[src/rtl/uart_tx_sched_pkg.sv]
// Shared definitions for the uart_tx pacing stage: bit index limit, FSM encoding
// and the baud divider derivation.
package uart_tx_sched_pkg;

    localparam logic [3:0] BIT_LAST = 4'd9;

    typedef enum logic {
        ST_IDLE = 1'b0,
        ST_SEND = 1'b1
    } state_t;

    function automatic int calc_baud_div(input int clk_freq, input int baud);
        return clk_freq / baud;
    endfunction

endpackage

[src/rtl/uart_tx_sched_sync_fifo.sv]
// Small synchronous FIFO without fall-through; the head is read combinationally and
// a write while full is dropped with a one-cycle ovf pulse.
module sync_fifo #(
    parameter int WIDTH = 8,
    parameter int DEPTH = 16
) (
    input  logic             sclk,
    input  logic             rst,
    input  logic             wr_en,
    input  logic [WIDTH-1:0] wr_data,
    input  logic             rd_en,
    output logic [WIDTH-1:0] rd_data,
    output logic             full,
    output logic             empty,
    output logic             ovf
);

    localparam int AW = $clog2(DEPTH);

    logic [WIDTH-1:0] mem [DEPTH];
    logic [AW-1:0]    wr_ptr;
    logic [AW-1:0]    rd_ptr;
    logic [AW:0]      count;
    logic             push;
    logic             pop;

    assign full    = (count == (AW+1)'(DEPTH));
    assign empty   = (count == '0);
    assign push    = wr_en && !full;
    assign pop     = rd_en && !empty;
    assign rd_data = mem[rd_ptr];

    always_ff @(posedge sclk) begin
        if (push) begin
            mem[wr_ptr] <= wr_data;
        end
    end

    // A push and pop together leave the count unchanged while both pointers move.
    always_ff @(posedge sclk or posedge rst) begin
        if (rst) begin
            wr_ptr <= '0;
            rd_ptr <= '0;
            count  <= '0;
            ovf    <= 1'b0;
        end else begin
            ovf <= wr_en && full;
            if (push) begin
                wr_ptr <= wr_ptr + 1'b1;
            end
            if (pop) begin
                rd_ptr <= rd_ptr + 1'b1;
            end
            case ({push, pop})
                2'b10:   count <= count + 1'b1;
                2'b01:   count <= count - 1'b1;
                default: count <= count;
            endcase
        end
    end

endmodule

[src/rtl/uart_tx_sched.sv]
// Pacing stage for uart_tx: buffers bytes, issues the per-frame load strobe and the
// per-bit timing strobes for back-to-back 8N1 frames.
import uart_tx_sched_pkg::*;

module uart_tx_sched #(
    parameter int CLK_FREQ = 50_000_000,
    parameter int BAUD     = 9600,
    parameter int DEPTH    = 16
) (
    input  logic       sclk,
    input  logic       rst,
    input  logic       wr_en,
    input  logic [7:0] wr_data,
    input  logic       tx_flag,
    output logic       po_flag,
    output logic [7:0] po_data,
    output logic       tx_bit_flag,
    output logic [3:0] tx_bit_cnt,
    output logic       fifo_full,
    output logic       fifo_empty,
    output logic       ovf,
    output logic       busy
);

    localparam int           BAUD_DIV  = calc_baud_div(CLK_FREQ, BAUD);
    localparam int           BW        = $clog2(BAUD_DIV);
    localparam logic [BW-1:0] BAUD_LAST = BW'(BAUD_DIV - 1);

    state_t        state;
    state_t        state_next;
    logic [BW-1:0] baud_cnt;
    logic [BW-1:0] baud_next;
    logic [3:0]    bit_next;
    logic [7:0]    po_data_next;
    logic          po_flag_next;
    logic          bit_flag_next;
    logic          rd_en;
    logic          wrap;
    logic [7:0]    fifo_rd_data;

    sync_fifo #(
        .WIDTH(8),
        .DEPTH(DEPTH)
    ) u_fifo (
        .sclk   (sclk),
        .rst    (rst),
        .wr_en  (wr_en),
        .wr_data(wr_data),
        .rd_en  (rd_en),
        .rd_data(fifo_rd_data),
        .full   (fifo_full),
        .empty  (fifo_empty),
        .ovf    (ovf)
    );

    assign rd_en = (state == ST_IDLE) && !fifo_empty && !tx_flag;
    assign wrap  = (baud_cnt == BAUD_LAST);

    always_ff @(posedge sclk or posedge rst) begin
        if (rst) begin
            state <= ST_IDLE;
        end else begin
            state <= state_next;
        end
    end

    always_comb begin
        state_next = state;
        case (state)
            ST_IDLE: if (rd_en) state_next = ST_SEND;
            ST_SEND: if (wrap && tx_bit_cnt == BIT_LAST) state_next = ST_IDLE;
            default: state_next = ST_IDLE;
        endcase
    end

    // The load strobe and the bit-0 strobe are launched together so uart_tx sees both on one edge.
    always_comb begin
        baud_next     = baud_cnt;
        bit_next      = tx_bit_cnt;
        po_data_next  = po_data;
        po_flag_next  = 1'b0;
        bit_flag_next = 1'b0;
        case (state)
            ST_IDLE: begin
                if (rd_en) begin
                    po_data_next  = fifo_rd_data;
                    po_flag_next  = 1'b1;
                    bit_flag_next = 1'b1;
                    bit_next      = 4'd0;
                    baud_next     = '0;
                end
            end
            ST_SEND: begin
                if (wrap) begin
                    baud_next = '0;
                    if (tx_bit_cnt == BIT_LAST) begin
                        bit_next = 4'd0;
                    end else begin
                        bit_next      = tx_bit_cnt + 4'd1;
                        bit_flag_next = 1'b1;
                    end
                end else begin
                    baud_next = baud_cnt + 1'b1;
                end
            end
            default: ;
        endcase
    end

    always_ff @(posedge sclk or posedge rst) begin
        if (rst) begin
            baud_cnt    <= '0;
            tx_bit_cnt  <= 4'd0;
            po_data     <= 8'd0;
            po_flag     <= 1'b0;
            tx_bit_flag <= 1'b0;
            busy        <= 1'b0;
        end else begin
            baud_cnt    <= baud_next;
            tx_bit_cnt  <= bit_next;
            po_data     <= po_data_next;
            po_flag     <= po_flag_next;
            tx_bit_flag <= bit_flag_next;
            busy        <= (state_next == ST_SEND);
        end
    end

endmodule

[config.mk]
export PLATFORM = sky130hd
export DESIGN_NAME = uart_tx_sched
export DESIGN_NICKNAME = d
export VERILOG_FILES = /design/src/rtl/uart_tx_sched_pkg.sv /design/src/rtl/uart_tx_sched_sync_fifo.sv /design/src/rtl/uart_tx_sched.sv
export SDC_FILE = /design/constraint.sdc
export NUM_CORES = 1
export LEC_CHECK = 0
export BUFFER_PORTS_ARGS = -buffer_cell sky130_fd_sc_hd__buf_2
export CORE_MARGIN = 8
export CORE_UTILIZATION = 30
export DETAILED_ROUTE_END_ITERATION = 12
export PLACE_DENSITY = 0.56
export SLEW_MARGIN = 20
export SYNTH_ARGS = -nofsm -noshare
export SYNTH_HDL_FRONTEND = slang
export SYNTH_SLANG_ARGS = --single-unit
[constraint.sdc]
create_clock -name sclk -period 2.5 [get_ports sclk]
set_input_delay 0.375 -clock sclk [delete_from_list [all_inputs] [get_ports sclk]]
set_output_delay 0.375 -clock sclk [all_outputs]
set_load 0.01 [all_outputs]
==> results of run 1 <==
## cell usage after synthesis, types with 5 or more instances
| cell | n |
|---|---|
| edfxtp_1 | 128 |
| dfrtp_1 | 42 |
| nor2_1 | 23 |
| mux4_1 | 22 |
| nand2_1 | 17 |
| o22ai_1 | 17 |
| a21oi_1 | 16 |
| ha_1 | 12 |
| mux2_2 | 11 |
| mux4_2 | 10 |
| inv_1 | 9 |
| nand2b_1 | 8 |
| nor3_1 | 7 |
| xnor2_1 | 7 |
| xor2_1 | 7 |
| a22o_1 | 6 |
| buf_2 | 6 |
| clkbuf_1 | 6 |
| o21ai_0 | 6 |
| a31oi_1 | 5 |
| and3_1 | 5 |
| buf_1 | 5 |
| nand3_1 | 5 |
## state kept, by name, indices dropped and copies added, names as in the netlist
register       cells
u_fifo.mem       128
po_flag            1
u_fifo.count       5
baud_cnt          13
u_fifo.wr_ptr      4
po_data            8
u_fifo.ovf         1
u_fifo.rd_ptr      4
busy               1
tx_bit_cnt         4
tx_bit_flag        1
## power by group through the flow
| stage | registers, mW | clock network (mW) | logic (mW) |
|---|---|---|---|
| floorplan | 3.47 | 0 | 0.615 |
| global placement | 3.54 | 0 | 0.760 |
| detailed placement | 3.56 | 0 | 0.790 |
| CTS | 3.51 | 2.69 | 0.801 |
| global route | 3.53 | 2.79 | 0.884 |
| finish | 3.51 | 2.62 | 0.797 |
## routing by layer
layer	vias to the layer above	share of wire, %	global-route usage, %
met3	19	5.9	3.26
met2	71	48	16.9
met4	8	1.1	3.14
li1	1804	-	-
met5	-	0.38	0
met1	1995	45	13.1
## worst paths after layout
check / start / to / slack [ns] / depth (start not counted)
worst max-delay path: u_fifo.count[0] / u_fifo.count[4] / 0.12 / 9
worst min-delay path: rst / po_data[2] / 0.005 / 2
worst max register to register: u_fifo.count[0] / u_fifo.count[4] / 0.12 / 9
worst min register to register: baud_cnt[9] / baud_cnt[9] / 0.54 / 1
max in group asynchronous: rst / tx_bit_cnt[0] / 1.99 / 3
min in group sclk: wr_en / u_fifo.ovf / 0.22 / 2
## layout by cell type (no fill, tap or decap), types with 5 or more instances in the layout
master / netlist / layout
mux2_2: 11 / 11
buf_4: 1 / 15
xor2_1: 7 / 7
nand2_1: 17 / 17
nand3_1: 5 / 5
inv_6: 0 / 6
ha_1: 12 / 10
edfxtp_1: 128 / 128
inv_1: 9 / 7
dfrtp_1: 42 / 41
o22ai_1: 17 / 17
clkbuf_16: 0 / 17
xnor2_1: 7 / 7
a21oi_1: 16 / 16
a22o_1: 6 / 6
nand2b_1: 8 / 8
buf_2: 6 / 29
nor3_1: 7 / 7
and3_1: 5 / 5
a31oi_1: 5 / 5
mux4_2: 10 / 10
nor2_1: 23 / 23
mux4_1: 22 / 22
## logic make-up (layout without fill, tap and decap cells)
kind of cell	Yosys count	in the layout	synth area share (%)
fa+ha+maj	12	12	2.07
buf+inv	32	87	2.31
compound gates	68	68	6.50
simple gates	89	89	6.65
mux	47	47	13.4
xor+xnor	14	14	1.69
flops	170	170	67.4
## worst max-delay path: cells and delay by family (launching register included)
| family | cells | cell delay [ns] |
|---|---|---|
| simple gates | 2 | 0.71 |
| compound gates | 4 | 0.57 |
| flops | 1 | 0.42 |
| fa+ha+maj | 2 | 0.41 |
| xor+xnor | 1 | 0.15 |
## area by class of cell
cell class	instances	area share [%]
flip-flops and latches	170	58.0
repair buffers	46	3.53
well taps	324	4.80
clock inverters	14	1.90
inverters	9	0.400
multi-input cells	230	26.3
clock buffers	18	5.08
## stage by stage
step | instance area, um^2 | setup slack, ns | power (mW) | hold WS, ns | instances
finish | 8440 | 0.121 | 6.93 | 0.00525 | 811
global route | 8440 | 0.00438 | 7.21 | 0.0393 | 811
CTS | 8420 | 0.0490 | 7.00 | 0.0117 | 810
detailed placement | 7830 | 0.0321 | 4.35 | 0.470 | 778
global placement | 7830 | 0.199 | 4.30 | 0.464 | 778
floorplan | 7280 | 0.00875 | 4.08 | 0.474 | 432
## repair_timing
action / 4_1_cts / 5_1_grt
hold endpoints to repair: 0 / 0
gates resized for setup: 1 / 5
pin swaps: 0 / 3
buffers inserted: 0 / 1
endpoints found under the setup margin: 1 / 1
==> metrics.txt, run 1 <==
# TYPE chip_impl_metric gauge
chip_impl_info{name="run_status",value="finished clean"} 1
chip_impl_metric{name="clk_latency",unit="ns"} 0.42
chip_impl_metric{name="internal_power_summed_over_all_cells",unit="mW"} 5.16
chip_impl_info{name="critical-path-slowest-cell",value="dfrtp_1"} 1
chip_impl_metric{name="port-buffer-count",unit=""} 29
chip_impl_metric{name="grt_pass1_vias",unit=""} 4115
chip_impl_metric{name="drcViolationCount",unit=""} 0
chip_impl_metric{name="finalWirelength",unit="mm"} 14.6
chip_impl_metric{name="global_route.usage.total",unit="%"} 10.4
chip_impl_metric{name="synthDominantCellAreaShare",unit="%"} 52.9
chip_impl_metric{name="via_per_inst",unit=""} 4.81
chip_impl_metric{name="tritoncts.num_buffers",unit=""} 17
chip_impl_metric{name="max_stage_delay",unit="ns"} 0.42
chip_impl_metric{name="antenna_found_initial",unit=""} 4
chip_impl_metric{name="floorplan.initialDensity",unit="%"} 30.2
chip_impl_metric{name="seq_area_frac_synth",unit="%"} 67.4
chip_impl_metric{name="asyncSetResetFlopFracSynth",unit="%"} 24.7
chip_impl_metric{name="grt_overflow",unit=""} 0
chip_impl_metric{name="die_height",unit="um"} 172
chip_impl_metric{name="firstDrtPassIters",unit=""} 4
chip_impl_info{name="post-synth-top-area-cell",value="edfxtp_1"} 1
chip_impl_metric{name="cts.sinks",unit=""} 170
chip_impl_metric{name="power_frac_clock",unit="%"} 37.8
chip_impl_metric{name="net-switching-power",unit="mW"} 1.76
chip_impl_metric{name="synth-edff-count",unit=""} 128
chip_impl_metric{name="worst-path-max-fanout",unit=""} 7
chip_impl_metric{name="antenna_cells_inserted",unit=""} 0
chip_impl_metric{name="cp.required",unit="ns"} 2.80
chip_impl_metric{name="area_delta_synth_final",unit="%"} 16.2
chip_impl_metric{name="timing.fmax",unit="MHz"} 420
chip_impl_info{name="criticalPathCategory",value="reg2reg"} 1
chip_impl_metric{name="grt_first_pass_wirelength",unit="mm"} 22.8
chip_impl_metric{name="area.sequential",unit="um^2"} 4900
chip_impl_metric{name="pwr-share-comb",unit="%"} 11.5
chip_impl_metric{name="maximum_number_of_pins_on_one_net_before_global_route_repair",unit=""} 34
chip_impl_metric{name="dieWidth",unit="um"} 172
chip_impl_metric{name="worst_slew_pin_slew",unit="ns"} 0.951
chip_impl_info{name="yosys-top-cells-area",value="edfxtp_1, dfrtp_1, mux4_1"} 1
chip_impl_metric{name="power.sequential.fraction",unit="%"} 50.7
chip_impl_metric{name="setup_viol",unit=""} 0
chip_impl_metric{name="post-dp-hpwl",unit="mm"} 9.47
chip_impl_metric{name="timing.clock.skew",unit="ns"} 0.0125
chip_impl_metric{name="floorplan.rows",unit=""} 57
chip_impl_metric{name="multi_input_area",unit="um^2"} 2220
chip_impl_metric{name="gpl.final_weighted_congestion",unit=""} 0.757
chip_impl_metric{name="fillCellCount",unit=""} 2296
chip_impl_metric{name="max-cap-violations",unit=""} 0
chip_impl_metric{name="yosys.cell_types.count",unit=""} 57
chip_impl_metric{name="cts.reportedPaths.clkPinSlew",unit="ns"} 0.07
chip_impl_metric{name="die_area",unit="um^2"} 29400
chip_impl_metric{name="synth.ff_latch_count",unit=""} 170
chip_impl_metric{name="avgRoutedWirePerCell",unit="um"} 18.0
chip_impl_info{name="synth_top_flop_cell",value="edfxtp_1"} 1
chip_impl_metric{name="syn_area",unit="um^2"} 7260
chip_impl_metric{name="report.final.slew_viol_count",unit=""} 0
chip_impl_metric{name="totalNegativeSetupSlack",unit="ns"} 0
chip_impl_metric{name="number_of_cells_produced_by_synthesis",unit=""} 432
chip_impl_metric{name="cp_data_arrival_time",unit="ns"} 2.68
chip_impl_metric{name="clockBufferDepth",unit=""} 2
chip_impl_metric{name="drtIter0Drc",unit=""} 183
chip_impl_metric{name="synth.net_count",unit=""} 456
chip_impl_metric{name="nNetsFinal",unit=""} 498
chip_impl_metric{name="power_density",unit="nW/um^2"} 820
chip_impl_metric{name="utilization",unit="%"} 35.1
chip_impl_metric{name="htree_num_levels",unit=""} 4
chip_impl_metric{name="timing.final.crit_period",unit="ns"} 2.38
chip_impl_metric{name="final_layout_size_suffix_gt1_share",unit="%"} 23.2
chip_impl_metric{name="num_vias",unit=""} 3897
chip_impl_metric{name="number_of_nets_still_failing_antenna_checks_after_routing",unit=""} 0
chip_impl_metric{name="yosysWarnings",unit=""} 0
chip_impl_metric{name="boundaryPins",unit=""} 30
chip_impl_info{name="worst_setup_path_start_kind",value="flop"} 1
chip_impl_metric{name="cts_hold_buf",unit=""} 0
chip_impl_metric{name="fin_crit_sh",unit="%"} 95.2
chip_impl_metric{name="p_leak",unit="nW"} 3.02
chip_impl_info{name="grt_setup_unrepaired",value="no"} 1
chip_impl_metric{name="relSlewSlack",unit="%"} 36.4
chip_impl_info{name="path_cells",value="nor4_4 > a21boi_2 > ha_4 > xor2_1 > ha_2 > o211a_1 > o21ai_1 > o41ai_1 > nor4b_1"} 1
chip_impl_metric{name="avgSynthCellArea",unit="um^2"} 16.8
chip_impl_info{name="critPathCaptureType",value="flop"} 1
chip_impl_info{name="clock_tree_from_tritoncts",value="done"} 1
chip_impl_metric{name="hold_viol_final",unit=""} 0
chip_impl_metric{name="core_region_area",unit="um^2"} 24000
chip_impl_metric{name="power_switching_share",unit="%"} 25.5
chip_impl_metric{name="ir_worst_vdd",unit="uV"} 452
chip_impl_info{name="hold_path.class",value="in2async"} 1
chip_impl_info{name="cts_root_buffer",value="clkbuf_16"} 1
Note: power is estimated with default switching activity, not from simulation.
==> inputs of run 2 (changes only) <==
--- a/config.mk
+++ b/config.mk
@@ -11,2 +11,3 @@
 export DETAILED_ROUTE_END_ITERATION = 12
+export GPL_TIMING_DRIVEN = 0
 export PLACE_DENSITY = 0.56
@@ -15,2 +16,3 @@
 export SYNTH_HDL_FRONTEND = slang
+export SYNTH_HIERARCHICAL = 1
 export SYNTH_SLANG_ARGS = --single-unit
--- a/constraint.sdc
+++ b/constraint.sdc
@@ -3,2 +3,2 @@
 set_output_delay 0.375 -clock sclk [all_outputs]
-set_load 0.01 [all_outputs]
+set_load 0.1 [all_outputs]
==> run 2 against run 1 <==
The run now ends with setup timing left. Combinational power up 110%. Die area down 0.55%. Utilization up 1.2 points. Power up 13%. Cell area up 1.3%. Synthesized cell count up 10%. Count of clock-buffer cells in the layout up 2. Flip-flop and latch count unchanged. Critical path type unchanged. Largest cell class unchanged. Largest power group unchanged. Highest routed layer is now met4.
==> metrics.txt, run 2 <==
# TYPE chip_impl_metric gauge
chip_impl_info{name="cts_root_buffer",value="clkbuf_16"} 1
chip_impl_info{name="synthMostInstantiatedCell",value="edfxtp_1"} 1
chip_impl_info{name="hold_path.class",value="in2async"} 1
chip_impl_metric{name="htree_num_levels",unit=""} 4
chip_impl_metric{name="timing.fmax",unit="MHz"} 356
chip_impl_metric{name="number_of_nets_still_failing_antenna_checks_after_routing",unit=""} 0
chip_impl_metric{name="yosysWarnings",unit=""} 6
chip_impl_metric{name="boundaryPins",unit=""} 30
chip_impl_metric{name="grt_overflow",unit=""} 0
chip_impl_metric{name="asyncSetResetFlopFracSynth",unit="%"} 24.7
chip_impl_metric{name="die_height",unit="um"} 171
chip_impl_metric{name="avgSynthCellArea",unit="um^2"} 15.2
chip_impl_info{name="max_flop_register",value="u_fifo/mem"} 1
chip_impl_metric{name="power_density",unit="nW/um^2"} 919
chip_impl_metric{name="clockBufferDepth",unit=""} 2
chip_impl_metric{name="grt_first_pass_wirelength",unit="mm"} 24.6
chip_impl_metric{name="max-cap-violations",unit=""} 0
chip_impl_metric{name="relSlewSlack",unit="%"} 36.3
chip_impl_metric{name="fin_ws",unit="ns"} -0.305
chip_impl_info{name="launch_point_of_the_critical_path",value="u_fifo/count[2]"} 1
chip_impl_metric{name="avgRoutedWirePerCell",unit="um"} 18.5
chip_impl_metric{name="synth-edff-count",unit=""} 128
chip_impl_metric{name="via_per_inst",unit=""} 4.89
chip_impl_metric{name="grt_pass1_vias",unit=""} 4252
chip_impl_metric{name="setup_viol",unit=""} 1
chip_impl_metric{name="floorplan.rows",unit=""} 56
chip_impl_metric{name="largest_register_ffs",unit=""} 128
chip_impl_metric{name="timing.clock.skew",unit="ns"} 0.00969
chip_impl_metric{name="antenna_cells_inserted",unit=""} 0
chip_impl_metric{name="drcViolationCount",unit=""} 0
chip_impl_info{name="synth_top_flop_cell",value="edfxtp_1"} 1
chip_impl_metric{name="synthDominantCellAreaShare",unit="%"} 53.3
chip_impl_metric{name="worst-path-max-fanout",unit=""} 4
chip_impl_info{name="mostFrequentLayoutCell",value="edfxtp_1"} 1
chip_impl_info{name="critical-path-slowest-cell",value="dfrtp_2"} 1
chip_impl_metric{name="port-buffer-count",unit=""} 29
chip_impl_metric{name="placedCellCount",unit=""} 823
chip_impl_info{name="largest_registers",value="u_fifo/mem (128), baud_cnt (13), po_data (8)"} 1
chip_impl_metric{name="clk_latency",unit="ns"} 0.42
chip_impl_metric{name="report.final.slew_viol_count",unit=""} 0
chip_impl_info{name="synth.cells.most_frequent",value="edfxtp_1, nand2_1, dfrtp_1, mux2i_1, o21ai_0"} 1
chip_impl_metric{name="yosys.cell_types.count",unit=""} 57
chip_impl_info{name="critPathCaptureType",value="flop"} 1
chip_impl_metric{name="num_vias",unit=""} 4243
chip_impl_metric{name="dieWidth",unit="um"} 171
chip_impl_metric{name="ff2ff_setup_slack",unit="ns"} -0.31
chip_impl_metric{name="cts.reportedPaths.clkPinSlew",unit="ns"} 0.07
chip_impl_info{name="path_cells",value="nor4_4 > and2b_4 > or3_4 > inv_2 > nor2b_4 > ha_4 > buf_6 > ha_4 > nor2b_4 > o21ai_2 > a21oi_2 > or3b_4 > xnor2_2"} 1
chip_impl_metric{name="drtIter0Drc",unit=""} 235
chip_impl_info{name="worst_setup_path_start_kind",value="flop"} 1
chip_impl_metric{name="final_layout_size_suffix_gt1_share",unit="%"} 27.0
chip_impl_metric{name="antenna_found_initial",unit=""} 0
chip_impl_metric{name="gpl.final_weighted_congestion",unit=""} 0.827
chip_impl_metric{name="area.sequential",unit="um^2"} 4900
chip_impl_metric{name="synth.ff_latch_count",unit=""} 170
chip_impl_metric{name="maximum_number_of_pins_on_one_net_before_global_route_repair",unit=""} 29
chip_impl_metric{name="fillCellCount",unit=""} 2286
chip_impl_metric{name="post-dp-hpwl",unit="mm"} 10.9
chip_impl_info{name="post-synth-top-area-cell",value="edfxtp_1"} 1
chip_impl_metric{name="number_of_cells_produced_by_synthesis",unit=""} 475
chip_impl_info{name="failed_checks",value="setup timing"} 1
chip_impl_info{name="grt_setup_unrepaired",value="yes"} 1
chip_impl_metric{name="finalWirelength",unit="mm"} 16.1
chip_impl_metric{name="ir_worst_vdd",unit="uV"} 459
chip_impl_metric{name="timing.final.crit_period",unit="ns"} 2.81
chip_impl_metric{name="firstDrtPassIters",unit=""} 5
chip_impl_metric{name="worst_slew_pin_slew",unit="ns"} 0.953
chip_impl_metric{name="cp_data_arrival_time",unit="ns"} 3.12
chip_impl_metric{name="core_region_area",unit="um^2"} 23500
chip_impl_info{name="rr_startpoint",value="u_fifo/count[2]"} 1
chip_impl_metric{name="fin_crit_sh",unit="%"} 112
chip_impl_metric{name="area_delta_synth_final",unit="%"} 18.5
chip_impl_metric{name="global_route.usage.total",unit="%"} 11.3
chip_impl_info{name="mostFrequentLayoutCells",value="edfxtp_1, nand2_1, dfrtp_1, buf_2, mux2i_1"} 1
chip_impl_metric{name="hold-worst-slack",unit="ns"} 0.0250
chip_impl_metric{name="cp.required",unit="ns"} 2.81
chip_impl_metric{name="utilization",unit="%"} 36.3
chip_impl_info{name="yosys-top-cells-area",value="edfxtp_1, dfrtp_1, mux4_2"} 1
chip_impl_metric{name="nNetsFinal",unit=""} 560
chip_impl_metric{name="die_area",unit="um^2"} 29300
chip_impl_metric{name="synth.net_count",unit=""} 500
chip_impl_metric{name="layout.cells.non_filler",unit=""} 867
chip_impl_metric{name="p_leak",unit="nW"} 3.25
chip_impl_metric{name="timing.reg2reg.worst_path_depth",unit=""} 13
chip_impl_metric{name="seq_area_frac_synth",unit="%"} 67.8
chip_impl_metric{name="tritoncts.num_buffers",unit=""} 17
chip_impl_metric{name="syn_area",unit="um^2"} 7220
chip_impl_metric{name="hold_viol_final",unit=""} 0
chip_impl_info{name="clock_tree_from_tritoncts",value="done"} 1
chip_impl_info{name="criticalPathCategory",value="reg2reg"} 1
chip_impl_metric{name="max_stage_delay",unit="ns"} 0.42
chip_impl_metric{name="floorplan.initialDensity",unit="%"} 30.7
chip_impl_metric{name="cts.sinks",unit=""} 170
chip_impl_metric{name="multi_input_area",unit="um^2"} 2210
chip_impl_info{name="run_status",value="finished with violations"} 1
==> run 2: cells by family after synthesis <==
family,count (synthesis),share of synthesized area [%]
adders and majority gates,13,2.36
and+or+nand+nor,114,8.03
xor gates and xnor gates,12,1.46
buffers and inverters,37,2.96
DFF,170,67.8
muxes,52,10.2
AOI/OAI and AO/OA,77,7.18
==> run 2: per-stage QoR <==
step	instance area [um^2]	power [mW]	setup WS [ns]	TNS, ns
floorplan	7270	4.74	-0.701	-1.51
global placement	7810	5.09	-0.609	-1.05
detailed placement	7830	5.19	-0.710	-1.49
CTS	8460	7.83	-0.336	-0.397
global route	8550	8.19	-0.383	-0.413
finish	8550	7.85	-0.305	-0.305
==> run 2: layout make-up <==
type / instances / share of cell area, %
buffer: 19 / 1.62
clock buffer: 20 / 5.22
clock inverter: 12 / 1.54
inverter: 15 / 0.732
multi-input combinational: 268 / 25.9
sequential: 170 / 57.3
tap: 319 / 4.67
timing repair buffer: 44 / 3.06
==> run 2: path summary, 6_finish.rpt <==
path,endpoint
worst max-delay path,u_fifo/count[4]
worst min-delay path,po_data[3]
worst max register to register,u_fifo/count[4]
worst min register to register,po_data[3]
max in group asynchronous,busy
min in group sclk,u_fifo/ovf
==> run 2: layer usage <==
metal  part of all wire [%]  GRT usage, %  vias to the layer above
met5                      0             0                        -
met4                    2.2          5.18                        0
met3                    3.8          2.26                       21
met2                     51          19.0                      105
met1                     43          13.7                     2193
li1                       -             -                     1924
==> run 2: power by group <==
part / internal (mW) / switching, mW / total (mW)
clock: 1.43 / 1.12 / 2.55
combinational: 0.648 / 0.995 / 1.64
sequential: 3.43 / 0.231 / 3.66
==> run 2: timing repair <==
action / CTS / global route
hold buffers: 0 / 0
resized for setup: 4 / 15
endpoints found under the setup margin: 4 / 2
pin swaps: 3 / 13
setup buffers: 7 / 8
==> run 2: worst max-delay path: cells and delay by family, from the launching register on <==
family	cells	cell delay, ns
compound gates	2	0.24
xor+xnor	1	0.13
fa+ha+maj	2	0.42
buf+inv	2	0.15
flops	1	0.42
simple gates	6	1.33
